--- src/rtl/idiv_bus_ctrl.sv ---
// Bus front end for the iterative divider: latches operands, sequences write_a/start/flush,
// captures results and stalls result reads while a division is in flight.
module idiv_bus_ctrl #(
  parameter int WIDTH   = 32,
  parameter int TIMEOUT = 64
) (
  input  logic             clk,
  input  logic             rst,
  input  logic [1:0]       bus_addr,
  input  logic [WIDTH-1:0] bus_data,
  input  logic             bus_we,
  input  logic             bus_start,
  output logic [WIDTH-1:0] bus_q,
  output logic             bus_done,
  output logic [WIDTH-1:0] div_a,
  output logic [WIDTH-1:0] div_b,
  output logic             div_write_a,
  output logic             div_start,
  output logic             div_signed,
  output logic             div_flush,
  input  logic             div_ready,
  input  logic [WIDTH-1:0] div_quotient,
  input  logic [WIDTH-1:0] div_remainder
);
  localparam int CW = $clog2(TIMEOUT + 1);

  typedef enum logic [2:0] {IDLE, LOADA, START, FLUSH, WAIT} state_t;

  state_t           state_q, state_d;
  logic [WIDTH-1:0] dividend_q, dividend_d, divisor_q, divisor_d;
  logic [WIDTH-1:0] quot_q, quot_d, rem_q, rem_d;
  logic [WIDTH-1:0] bus_q_q, bus_q_d, pend_data_q, pend_data_d;
  logic [1:0]       pend_addr_q, pend_addr_d;
  logic             pend_q, pend_d, pend_we_q, pend_we_d;
  logic             busy_q, busy_d, div0_q, div0_d, tmo_q, tmo_d, signed_q, signed_d;
  logic             bus_done_q, bus_done_d, wra_q, wra_d, start_q, start_d, flush_q, flush_d;
  logic [CW-1:0]    cnt_q, cnt_d;

  // Transaction under service: a held one takes priority over the live bus.
  logic             t_v, t_we, nonstall, restart, ready_ok, timeout;
  logic [1:0]       t_addr;
  logic [WIDTH-1:0] t_data, rd_data, status;

  always_comb begin
    t_v    = pend_q | bus_start;
    t_we   = pend_q ? pend_we_q   : bus_we;
    t_addr = pend_q ? pend_addr_q : bus_addr;
    t_data = pend_q ? pend_data_q : bus_data;
    status = '0;
    status[2:0] = {tmo_q, div0_q, busy_q};
    case (t_addr)
      2'd0:    rd_data = quot_q;
      2'd1:    rd_data = rem_q;
      2'd2:    rd_data = status;
      default: rd_data = '0;
    endcase
    nonstall = t_we ? (t_addr == 2'd3) : t_addr[1];
    restart  = t_we && (t_addr == 2'd1 || t_addr == 2'd2);
  end

  // The divider may still show the previous ready during the start cycle and the one after.
  assign ready_ok = div_ready && (cnt_q >= CW'(2));
  assign timeout  = (cnt_q == CW'(TIMEOUT - 1));

  always_comb begin
    state_d     = state_q;
    dividend_d  = dividend_q;
    divisor_d   = divisor_q;
    quot_d      = quot_q;
    rem_d       = rem_q;
    busy_d      = busy_q;
    div0_d      = div0_q;
    tmo_d       = tmo_q;
    signed_d    = signed_q;
    cnt_d       = cnt_q;
    pend_d      = pend_q;
    pend_we_d   = pend_we_q;
    pend_addr_d = pend_addr_q;
    pend_data_d = pend_data_q;
    bus_q_d     = '0;
    bus_done_d  = 1'b0;
    wra_d       = 1'b0;
    start_d     = 1'b0;
    flush_d     = 1'b0;

    if (bus_start && !pend_q) begin
      pend_d      = 1'b1;
      pend_we_d   = bus_we;
      pend_addr_d = bus_addr;
      pend_data_d = bus_data;
    end

    case (state_q)
      IDLE, LOADA, FLUSH: begin
        if (state_q == LOADA) state_d = IDLE;
        if (t_v) begin
          pend_d     = 1'b0;
          bus_done_d = 1'b1;
          if (!t_we) begin
            bus_q_d = rd_data;
          end else if (t_addr == 2'd0) begin
            dividend_d = t_data;
            wra_d      = 1'b1;
            state_d    = LOADA;
          end else if (t_addr == 2'd3) begin
            div0_d = 1'b0;
            tmo_d  = 1'b0;
          end else if (t_data == '0) begin
            quot_d  = '1;
            rem_d   = dividend_q;
            div0_d  = 1'b1;
            busy_d  = 1'b0;
            state_d = IDLE;
          end else begin
            divisor_d = t_data;
            signed_d  = (t_addr == 2'd1);
            start_d   = 1'b1;
            busy_d    = 1'b1;
            div0_d    = 1'b0;
            cnt_d     = '0;
            state_d   = (state_q == FLUSH) ? START : WAIT;
          end
        end
      end
      START: begin
        cnt_d   = cnt_q + 1'b1;
        state_d = WAIT;
      end
      WAIT: begin
        cnt_d = cnt_q + 1'b1;
        if (t_v && restart) begin
          flush_d = 1'b1;
          state_d = FLUSH;
        end else begin
          if (t_v && nonstall) begin
            pend_d     = 1'b0;
            bus_done_d = 1'b1;
            if (t_we) begin
              div0_d = 1'b0;
              tmo_d  = 1'b0;
            end else begin
              bus_q_d = rd_data;
            end
          end
          if (ready_ok || timeout) begin
            quot_d  = ready_ok ? div_quotient  : '0;
            rem_d   = ready_ok ? div_remainder : '0;
            busy_d  = 1'b0;
            state_d = IDLE;
            if (!ready_ok) begin
              tmo_d   = 1'b1;
              flush_d = 1'b1;
            end
            // A stalled result read completes with the freshly captured value.
            if (pend_q && !pend_we_q) begin
              pend_d     = 1'b0;
              bus_done_d = 1'b1;
              bus_q_d    = pend_addr_q[0] ? rem_d : quot_d;
            end
          end
        end
      end
      default: state_d = IDLE;
    endcase
  end

  always_ff @(posedge clk or posedge rst) begin
    if (rst) begin
      state_q     <= IDLE;
      dividend_q  <= '0;
      divisor_q   <= '0;
      quot_q      <= '0;
      rem_q       <= '0;
      busy_q      <= 1'b0;
      div0_q      <= 1'b0;
      tmo_q       <= 1'b0;
      signed_q    <= 1'b0;
      cnt_q       <= '0;
      pend_q      <= 1'b0;
      pend_we_q   <= 1'b0;
      pend_addr_q <= '0;
      pend_data_q <= '0;
      bus_q_q     <= '0;
      bus_done_q  <= 1'b0;
      wra_q       <= 1'b0;
      start_q     <= 1'b0;
      flush_q     <= 1'b0;
    end else begin
      state_q     <= state_d;
      dividend_q  <= dividend_d;
      divisor_q   <= divisor_d;
      quot_q      <= quot_d;
      rem_q       <= rem_d;
      busy_q      <= busy_d;
      div0_q      <= div0_d;
      tmo_q       <= tmo_d;
      signed_q    <= signed_d;
      cnt_q       <= cnt_d;
      pend_q      <= pend_d;
      pend_we_q   <= pend_we_d;
      pend_addr_q <= pend_addr_d;
      pend_data_q <= pend_data_d;
      bus_q_q     <= bus_q_d;
      bus_done_q  <= bus_done_d;
      wra_q       <= wra_d;
      start_q     <= start_d;
      flush_q     <= flush_d;
    end
  end

  assign bus_q       = bus_q_q;
  assign bus_done    = bus_done_q;
  assign div_a       = dividend_q;
  assign div_b       = divisor_q;
  assign div_write_a = wra_q;
  assign div_start   = start_q;
  assign div_signed  = signed_q;
  assign div_flush   = flush_q;
endmodule

--- config.mk ---
export PLATFORM = sky130hd
export DESIGN_NAME = idiv_bus_ctrl
export DESIGN_NICKNAME = d
export VERILOG_FILES = /design/src/rtl/idiv_bus_ctrl.sv
export SDC_FILE = /design/constraint.sdc
export NUM_CORES = 1
export LEC_CHECK = 0
export CELL_PAD_IN_SITES_DETAIL_PLACEMENT = 1
export CELL_PAD_IN_SITES_GLOBAL_PLACEMENT = 1
export CORE_ASPECT_RATIO = 1.1
export CORE_MARGIN = 5
export CORE_UTILIZATION = 35
export CTS_CLUSTER_DIAMETER = 50
export DETAILED_ROUTE_END_ITERATION = 12
export GPL_ROUTABILITY_DRIVEN = 1
export GPL_TIMING_DRIVEN = 1
export PLACE_DENSITY_LB_ADDON = 0.1
export SYNTH_ARGS = -nofsm -noshare
export SYNTH_HDL_FRONTEND = slang
export SYNTH_SLANG_ARGS = --single-unit
--- constraint.sdc ---
create_clock -name clk -period 8.35 [get_ports clk]
set_clock_uncertainty 0.15 [all_clocks]
set_input_delay 1.2525 -clock clk [delete_from_list [all_inputs] [get_ports clk]]
set_output_delay 1.2525 -clock clk [all_outputs]
set_load 0.005 [all_outputs]
==> results.json, run 1 <==
{
  "p_comb_share_pct": 38.0,
  "syn_nets": 1174,
  "p_clk_share_pct": 28.9,
  "vdd_drop_max_mv": 0.226,
  "syn-cell-area_um2": 10600,
  "cp_slowest_cell": "buf_4",
  "clock_sinks": 214,
  "synth_edf_count": 0,
  "slowest_delay_ns": 0.79,
  "synth.avg_cell_area_um2": 10.0,
  "p_switching_w": 0.00191,
  "path_buf_inv": 3,
  "wl_met3_mm": 1.92,
  "crit_path_cell_trace": "clkdlybuf4s50_1 -> mux2i_1 -> ha_1 -> buf_4 -> nor3_1 -> o2111ai_1 -> a21oi_4 -> buf_4 -> mux2_2",
  "fp-row-count": 67,
  "finalPower_w": 0.00524,
  "totalWireLength_mm": 35.6,
  "cts_hold_buf": 0,
  "final_common_cell": "dfrtp_1",
  "clock_latency_ns": 0.50,
  "finalCriticalPeriod_ns": 4.41,
  "ys_warn_count": 0,
  "synth_seq_cells": 214,
  "top_layer": "met4",
  "wl_per_cell_um": 21.3,
  "coreArea_um2": 30300,
  "fin_setup_tns_ns": 0,
  "reg2reg_depth": 9,
  "numCtsBuffers": 34,
  "gr-usage-all-layers_pct": 20.6,
  "io_buffers": 203,
  "crit_path_end": "rem_q[28]",
  "r2r_start": "pend_q",
  "outcome": "finished, final reports clean",
  "crit_required_ns": 8.56,
  "placed_cells": 1614,
  "period_share_pct": 52.8,
  "swShare_pct": 36.4,
  "slew_headroom_pct": 21.0,
  "ys_seq_area_share_pct": 50.3,
  "setup_viol": 0,
  "arrival_ns": 4.62,
  "clock_path_buffers": 3,
  "cts_tree": "yes",
  "die_area_um2": 34000,
  "rsz0062_at_grt": "false",
  "viasPerCell": 5.24,
  "finalNetCount": 1346,
  "final_cell_mix": "dfrtp_1 (212), clkdlybuf4s50_1 (203), nand2_1 (123)",
  "syn_to_final_growth_pct": 32.9,
  "cp-startpoint": "bus_addr[1]",
  "grt_overflow_total": 0,
  "wirelength_met1_mm": 16.9,
  "synth_top_area_cell": "dfrtp_1",
  "p_leak_nw": 6.04,
  "cts_root_buffer": "clkbuf_16",
  "clk_pin_slew_ns": 0.06,
  "crit_path_frequent_cell": "buf_4",
  "yosysUniqueCellTypes": 49,
  "synth_area_leaders": "dfrtp_1 (50%), mux2i_1 (7.7%), mux2_2 (6.3%)",
  "drc_errors": 0,
  "post-cts-setup-buffer-count": 0,
  "maxCapViolCount": 0,
  "met2WireLength_mm": 16.2,
  "grt_antenna_before_repair": 0,
  "cp-end-kind": "flop",
  "worstSetupStartpointType": "primary input",
  "fin_cells": 1674,
  "initialDrtViolationCount": 577,
  "p_seq_share_pct": 33.1,
  "reg2reg_setup_slack_ns": 4.08,
  "tightestPinTransition_ns": 1.19,
  "async_flop_share_pct": 100,
  "firstDrtPassIters": 5,
  "final_antenna_net_count": 0,
  "netlist_instances": 1064,
  "grt_max_degree": 90,
  "cts_resized": 0,
  "place.gp.congestion": 0.788,
  "power.internal_w": 0.00334,
  "hold_class": "reg -> reg",
  "synth_top_area_share_pct": 50.3,
  "dr_total_vias": 8777,
  "cp.depth": 9,
  "die_height_um": 193,
  "hold_viol": 0,
  "first_global_vias": 9460,
  "drive_above_1_share_pct": 11.6,
  "r2r-end": "rem_q[28]",
  "die_x_um": 176,
  "crit_fanout": 64,
  "grt_first_pass_wirelength_mm": 55.6,
  "crit_family": "buffers and inverters",
  "power_density_nw_per_um2": 371,
  "fmax_mhz": 227,
  "io_pins": 204,
  "slew_violations": 0,
  "crit_type": "in -> reg",
  "htreeDepth": 2,
  "place_hpwl_mm": 23.6,
  "start_util_pct": 35.2,
  "synthFlopType": "dfrtp_1",
  "diodes": 0
}
-- worst reg2reg max path, delay by kind of cell, from the launching register on --
family          cells  cell delay, ns
flops               1            0.34
simple gates        1            0.51
buf+inv             3            1.55
mux                 2            0.86
compound gates      2            0.41
fa+ha+maj           1            0.33
-- through the flow --
stage / cell area (µm²) / util (%) / hold WS [ns] / setup WS [ns]
global placement: 12900 / 42.8 / 0.313 / 3.42
CTS: 14100 / 46.7 / 0.337 / 3.92
detailed placement: 12900 / 42.8 / 0.324 / 3.41
global route: 14100 / 46.7 / 0.357 / 3.76
floorplan: 10600 / - / 0.296 / 1.10
finish: 14100 / 46.7 / 0.332 / 3.94
-- cell families after synthesis --
group                      synth area share, %
AOI/OAI and AO/OA                         12.9
adders and majority gates                0.823
buffers and inverters                     5.35
DFF                                       50.3
muxes                                     17.0
and+or+nand+nor                           13.6
-- worst min path at each step --
stage,startpoint,endpoint,depth (start not counted)
finish,div_b[17],div_b[17],2
global route,rem_q[2],rem_q[2],1
CTS,div_b[6],div_b[6],2
detailed placement,div_b[17],div_b[17],2
global placement,div_b[9],div_b[9],2
floorplan,busy_q,busy_q,2
-- layout make-up --
class | instances | area [µm²]
Fill cell | 3351 | 16100
Sequential cell | 214 | 5360
Multi-Input combinational cell | 724 | 4760
Timing Repair Buffer | 215 | 2120
Clock buffer | 44 | 960
Tap cell | 414 | 518
Clock inverter | 16 | 248
Inverter | 47 | 184
-- registers in the layout, indices dropped and copies added (netlist names) --
register / count
bus_q: 32
div_a: 32
div_b: 32
pend_data_q: 32
quot_q: 32
rem_q: 32
cnt_q: 7
state_q: 3
pend_addr_q: 2
bus_done: 1
busy_q: 1
div0_q: 1
div_flush: 1
div_signed: 1
div_start: 1
div_write_a: 1
pend_q: 1
pend_we_q: 1
tmo_q: 1
-- per-layer routing --
metal	vias to the layer above	global-route usage, %
met2	224	32.9
li1	4084	-
met3	40	3.70
met5	-	0
met4	0	4.35
met1	4429	29.5
-- power by group through the flow --
stage / clock [W] / combinational (W) / sequential [W]
6_report: 0.00152 / 0.00199 / 0.00173
5_1_grt: 0.00160 / 0.00220 / 0.00179
4_1_cts: 0.00155 / 0.00202 / 0.00174
3_5_place_dp: 0 / 0.00201 / 0.00174
3_3_place_gp: 0 / 0.00197 / 0.00173
2_1_floorplan: 0 / 0.00117 / 0.00165
-- synth_stat cells (2+ instances only) --
cell and count:
buf_6 10, o211ai_1 5, o22ai_1 5, or3_1 20
o21ai_0 59, a222oi_1 3, a22oi_1 30, nand3_1 56
nand4_1 2, mux2_1 28, inv_1 47, nand2b_1 7
nand2_1 123, a21oi_1 121, nor3_1 4, dfrtp_1 214
ha_1 7, a31oi_1 3, buf_4 3, buf_1 8
nor2_1 68, buf_2 8, or4b_1 3, nand3b_1 3
or4_1 13, clkbuf_1 50, mux2_2 60, nor2b_1 2
mux2i_1 82
(Power assumes the default switching activity.)
==> run 2, diff against run 1 <==
==> constraint.sdc (replaced) <==
create_clock -name clk -period 3.9 [get_ports clk]
set_clock_uncertainty 0.15 [all_clocks]
set_input_delay 0.585 -clock clk [delete_from_list [all_inputs] [get_ports clk]]
set_output_delay 0.585 -clock clk [all_outputs]
set_load 0.005 [all_outputs]
==> results.json, run 2 (synthesis results as in run 1) <==
{
  "grt_util_met3_pct": 3.02,
  "fin_area_um2": 14100,
  "grt_max_degree": 86,
  "grt_first_pass_wirelength_mm": 55.0,
  "die_height_um": 193,
  "crit_path_cell_trace": "or4b_1 -> o22ai_1 -> nand4_1 -> or2_1 -> a21oi_4 -> buf_4 -> mux2_1",
  "place_hpwl_mm": 24.4,
  "initialDrtViolationCount": 525,
  "fin_setup_tns_ns": 0,
  "post-cts-setup-buffer-count": 0,
  "path_buf_inv": 1,
  "vdd_drop_max_mv": 0.375,
  "hold_viol": 0,
  "setup_viol": 0,
  "clock_latency_ns": 0.54,
  "cts_resized": 0,
  "hold_class": "reg -> reg",
  "fmax_mhz": 298,
  "period_share_pct": 86.2,
  "io_pins": 204,
  "power_density_nw_per_um2": 752,
  "place.gp.congestion": 0.814,
  "viasPerCell": 5.18,
  "start_util_pct": 35.2,
  "die_area_um2": 34000,
  "p_leak_nw": 6.01,
  "crit_type": "reg -> reg",
  "finalCriticalPeriod_ns": 3.36,
  "grt_antenna_before_repair": 0,
  "cts_hold_buf": 0,
  "reg2reg_setup_slack_ns": 0.54,
  "firstDrtPassIters": 5,
  "grt_busiest_layer": "met2",
  "syn_to_final_growth_pct": 32.3,
  "drc_errors": 0,
  "drive_above_1_share_pct": 12.2,
  "numCtsBuffers": 29,
  "rsz0062_at_grt": "false",
  "dr_total_vias": 8719,
  "crit_family": "simple AND/OR/NAND/NOR gates",
  "crit_required_ns": 4.16,
  "finalNetCount": 1358,
  "final_antenna_net_count": 0,
  "gr-usage-all-layers_pct": 20.4,
  "final_cell_mix": "dfrtp_1 (212), clkdlybuf4s50_1 (203), nand2_1 (123)",
  "clk_pin_slew_ns": 0.06,
  "worstSetupStartpointType": "flop",
  "crit_fanout": 22,
  "io_buffers": 203,
  "coreArea_um2": 30300,
  "final_common_cell": "dfrtp_1",
  "maxCapViolCount": 0,
  "cp-end-kind": "flop",
  "totalWireLength_mm": 35.0,
  "tightestPinTransition_ns": 0.939,
  "clock_path_buffers": 3,
  "cts_root_buffer": "clkbuf_16",
  "clock_sinks": 214,
  "slew_violations": 0,
  "die_x_um": 176,
  "slew_headroom_pct": 37.4,
  "first_global_vias": 9312,
  "arrival_ns": 3.62,
  "grt_use_met2_pct": 32.8,
  "use_met1_pct": 29.3,
  "htreeDepth": 1,
  "cp_slowest_cell": "dfrtp_2",
  "fp-row-count": 67,
  "cts_tree": "yes",
  "grt_overflow_total": 0,
  "outcome": "finished, final reports clean",
  "slowest_delay_ns": 0.73,
  "wl_per_cell_um": 20.8,
  "place_area_um2": 13200
}
run 2: changes by cell type in the layout (fill, tap and decap cells not counted), moves of 2 or more:
cell / delta
buf_4: +9
buf_12: +8
clkbuf_16: -6
bufinv_16: -5
clkinv_4: +3
clkbuf_8: -2
clkinvlp_4: +2
run 2: worst paths after layout:
path	end	cells after the start	from
setup / recovery	rem_q[1]	7	pend_q
hold / removal	div_b[26]	2	div_b[26]
setup reg to reg	rem_q[1]	7	pend_q
hold reg to reg	div_b[26]	2	div_b[26]
max in group asynchronous	pend_data_q[22]	3	rst
min in group asynchronous	quot_q[4]	2	rst
run 2: report_power, final:
| group | internal [W] | total (W) | switching (W) |
|---|---|---|---|
| clock | 0.00149 | 0.00253 | 0.00103 |
| sequential | 0.00307 | 0.00377 | 0.000702 |
| combinational | 0.00201 | 0.00429 | 0.00228 |
run 2: layer usage:
metal	part of all wire, %	vias to the layer above
li1	-	4102
met1	48	4385
met2	46	190
met3	4.3	42
met4	1.7	0
met5	0	-
run 2: worst register-to-register path, delay by kind of cell, from the launching register on:
| kind | cells | cell delay (ns) |
|---|---|---|
| muxes | 1 | 0.36 |
| and+or+nand+nor | 3 | 1.05 |
| buffers and inverters | 1 | 0.33 |
| AOI/OAI and AO/OA | 2 | 0.63 |
| DFF | 1 | 0.73 |
run 2: stage by stage:
stage | setup WS (ns) | power, W | hold slack [ns] | instances | util [%]
2_1_floorplan | 0.381 | 0.00605 | 0.296 | 1064 | -
3_3_place_gp | 0.261 | 0.00805 | 0.313 | 1631 | 43.5
3_5_place_dp | 0.221 | 0.00814 | 0.322 | 1631 | 43.5
4_1_cts | 0.516 | 0.0107 | 0.335 | 1682 | 46.5
5_1_grt | 0.284 | 0.0113 | 0.348 | 1682 | 46.5
6_report | 0.540 | 0.0106 | 0.331 | 1683 | 46.5
run 2: area by class of cell:
| type | instances | area [µm²] |
|---|---|---|
| tap | 414 | 518 |
| timing repair buffer | 232 | 2350 |
| sequential | 214 | 5360 |
| inverter | 47 | 180 |
| multi-input combinational | 724 | 4750 |
| clock buffer | 35 | 778 |
| clock inverter | 16 | 140 |
| fill | 3334 | 16200 |
| antenna | 1 | 2.50 |
==> run 3, diff against run 2 <==
--- a/config.mk
+++ b/config.mk
@@ -5,11 +5,12 @@
 export SDC_FILE = /design/constraint.sdc
 export NUM_CORES = 1
 export LEC_CHECK = 0
+export ABC_AREA = 1
 export CELL_PAD_IN_SITES_DETAIL_PLACEMENT = 1
 export CELL_PAD_IN_SITES_GLOBAL_PLACEMENT = 1
 export CORE_ASPECT_RATIO = 1.1
 export CORE_MARGIN = 5
-export CORE_UTILIZATION = 35
+export CORE_UTILIZATION = 34
 export CTS_CLUSTER_DIAMETER = 50
 export DETAILED_ROUTE_END_ITERATION = 12
 export GPL_ROUTABILITY_DRIVEN = 1
==> constraint.sdc (replaced) <==
create_clock -name clk -period 2.8 [get_ports clk]
set_clock_uncertainty 0.15 [all_clocks]
set_input_delay 0.42 -clock clk [delete_from_list [all_inputs] [get_ports clk]]
set_output_delay 0.42 -clock clk [all_outputs]
set_load 0.005 [all_outputs]
==> results.json, run 3 <==
{
  "outcome": "finished, final reports clean",
  "synth_seq_cells": 214,
  "place.gp.congestion": 0.810,
  "power_density_nw_per_um2": 1180,
  "cts_tree": "yes",
  "p_switching_w": 0.00740,
  "final_antenna_net_count": 0,
  "totalWireLength_mm": 41.2,
  "io_pins": 204,
  "setup_viol": 0,
  "initialDrtViolationCount": 760,
  "placed_cells": 2167,
  "synth_top_area_cell": "dfrtp_1",
  "synth_compound_area_share_pct": 8.97,
  "hold_viol": 0,
  "synth.avg_cell_area_um2": 7.12,
  "place_hpwl_mm": 28.9,
  "coreArea_um2": 32400,
  "io_buffers": 203,
  "viasPerCell": 4.99,
  "async_flop_share_pct": 100,
  "finalNetCount": 1888,
  "drive_above_1_share_pct": 8.60,
  "slew_violations": 0,
  "gr-usage-all-layers_pct": 22.3,
  "hold_ws_ns": 0.0626,
  "yosys.area_share.xor_xnor_pct": 0.0784,
  "grt_first_pass_wirelength_mm": 66.5,
  "rsz0062_at_grt": "false",
  "finalCriticalPeriod_ns": 2.57,
  "arrival_ns": 2.80,
  "period_share_pct": 91.8,
  "first_global_vias": 11918,
  "netlist_instances": 1570,
  "swShare_pct": 40.9,
  "final_cell_mix": "nand2_1 (691), dfrtp_1 (213), clkdlybuf4s50_1 (203)",
  "clock_latency_ns": 0.50,
  "yosysUniqueCellTypes": 26,
  "ys_seq_area_share_pct": 47.9,
  "synthSimpleGateAreaFrac_pct": 34.2,
  "finalPower_w": 0.0181,
  "grt_overflow_total": 0,
  "fp-row-count": 69,
  "fin_cells": 2228,
  "synthMuxAreaShare_pct": 0,
  "syn_nets": 1680,
  "p_comb_share_pct": 46.1,
  "power.internal_w": 0.0107,
  "crit_fanout": 18,
  "post-cts-setup-buffer-count": 0,
  "synth_adder_area_share_pct": 0.784,
  "p_leak_nw": 7.58,
  "cts_hold_buf": 0,
  "synth_edf_count": 0,
  "maxCapViolCount": 0,
  "crit_required_ns": 3.03,
  "synth_top_family_by_area": "simple AND/OR/NAND/NOR gates",
  "grt_max_degree": 90,
  "worstSetupStartpointType": "flop",
  "grt_antenna_before_repair": 1,
  "syn_to_final_growth_pct": 37.2,
  "crit_type": "reg -> reg",
  "syn-cell-area_um2": 11200,
  "p_seq_share_pct": 28.4,
  "die_x_um": 183,
  "clock_path_buffers": 3,
  "synth_area_leaders": "dfrtp_1 (48%), nand2_1 (23%), nand3_1 (8.5%)",
  "cts_root_buffer": "clkbuf_16",
  "numCtsBuffers": 34,
  "firstDrtPassIters": 5,
  "slew_headroom_pct": 62.4,
  "final_common_cell": "nand2_1",
  "vdd_drop_max_mv": 0.489,
  "dr_total_vias": 11126,
  "drc_errors": 0,
  "yosysMostFrequentCell": "nand2_1",
  "synthFlopType": "dfrtp_1",
  "cp-end-kind": "flop",
  "tightestPinTransition_ns": 0.562,
  "diodes": 0,
  "clk_pin_slew_ns": 0.05,
  "p_clk_share_pct": 25.5,
  "ys_warn_count": 0,
  "wl_per_cell_um": 18.5,
  "die_height_um": 200,
  "die_area_um2": 36600,
  "start_util_pct": 34.5,
  "clock_sinks": 214,
  "fmax_mhz": 389,
  "hold_class": "in -> async",
  "htreeDepth": 2,
  "synthTopCellsByCount": "nand2_1 (693), dfrtp_1 (214), nand3_1 (189), o21ai_0 (105), inv_1 (97)",
  "synth_top_area_share_pct": 47.9
}
==> run 3: cell count changes in the layout (fill, tap and decap cells not counted), sizes merged, moves of 14 or more <==
cell and change:
nand2 +576, nand3 +133, mux2 -88, o21ai +87, mux2i -82, a21oi -72
inv +53, buf +42, a22oi -30, nor2 -20, or3 -20, clkbuf +14
or4 -14
==> run 3: power groups by stage <==
stage | Clock (W) | Combinational, W | Sequential, W
detailed placement | 0 | 0.00835 | 0.00514
CTS | 0.00470 | 0.00841 | 0.00512
global route | 0.00483 | 0.00928 | 0.00527
finish | 0.00461 | 0.00834 | 0.00513
global placement | 0 | 0.00817 | 0.00512
floorplan | 0 | 0.00459 | 0.00491
==> run 3: kinds of logic (layout without fill, tap and decap cells) <==
logic type,count (synthesis),in the layout
AOI/OAI and AO/OA,199,199
xor gates and xnor gates,1,1
adders and majority gates,7,7
buffers and inverters,205,437
DFF,214,214
and+or+nand+nor,944,944
==> run 3: critical path, cell delays in order, from the launching register on <==
cell     delay (ns)
dfrtp_2        0.48
inv_4          0.18
buf_12         0.17
nand2_1        0.06
nand2_1        0.12
nand2_1        0.09
nor2_1         0.17
nand2_1        0.10
nor2_2         0.15
nand2_2        0.12
nand2_2        0.17
nand2_2        0.11
buf_4          0.22
nand2_1        0.09
nand2_1        0.05
==> run 3: stage by stage <==
stage                     instance area (µm²)  setup slack, ns  setup TNS [ns]  utilization [%]
final                                   15300            0.229               0             47.4
after floorplan                         11200           -0.554         -118.59                -
after global routing                    15300          0.00472               0             47.4
after global placement                  14100          -0.0512           -2.23             43.4
after CTS                               15300           0.0707               0             47.3
after detailed placement                14100          -0.0840           -3.71             43.4
==> run 3: final timing paths <==
path	from	endpoint	cells after the start	slack, ns
max	pend_q	quot_q[18]	14	0.23
min	rst	bus_q[4]	2	0.06
max reg2reg	pend_q	quot_q[18]	14	0.23
min reg2reg	rem_q[14]	rem_q[14]	2	0.32
max in group asynchronous	rst	rem_q[26]	3	1.63
min in group clk	rem_q[14]	rem_q[14]	2	0.32
==> run 3: layout make-up <==
class / count / area [µm²]
Tap cell: 426 / 533
Sequential cell: 214 / 5360
Multi-Input combinational cell: 1151 / 4950
Clock buffer: 48 / 1050
Clock inverter: 12 / 201
Fill cell: 4003 / 17000
Timing Repair Buffer: 275 / 2870
Inverter: 102 / 389
==> run 3: routing by layer <==
| layer | track usage (%) | vias to the layer above | share of wire (%) |
|---|---|---|---|
| met5 | 0 | - | 0.032 |
| met4 | 5.11 | 2 | 2.1 |
| met2 | 35.7 | 265 | 46 |
| met3 | 3.99 | 60 | 5.0 |
| met1 | 31.6 | 5418 | 47 |
| li1 | - | 5381 | - |
==> run 3: timing repair <==
item / 4_1_cts / 5_1_grt
gates cloned: 0 / 1
endpoints found under the setup margin: 1 / 69
pin swaps: 0 / 0
gates resized for setup: 1 / 4
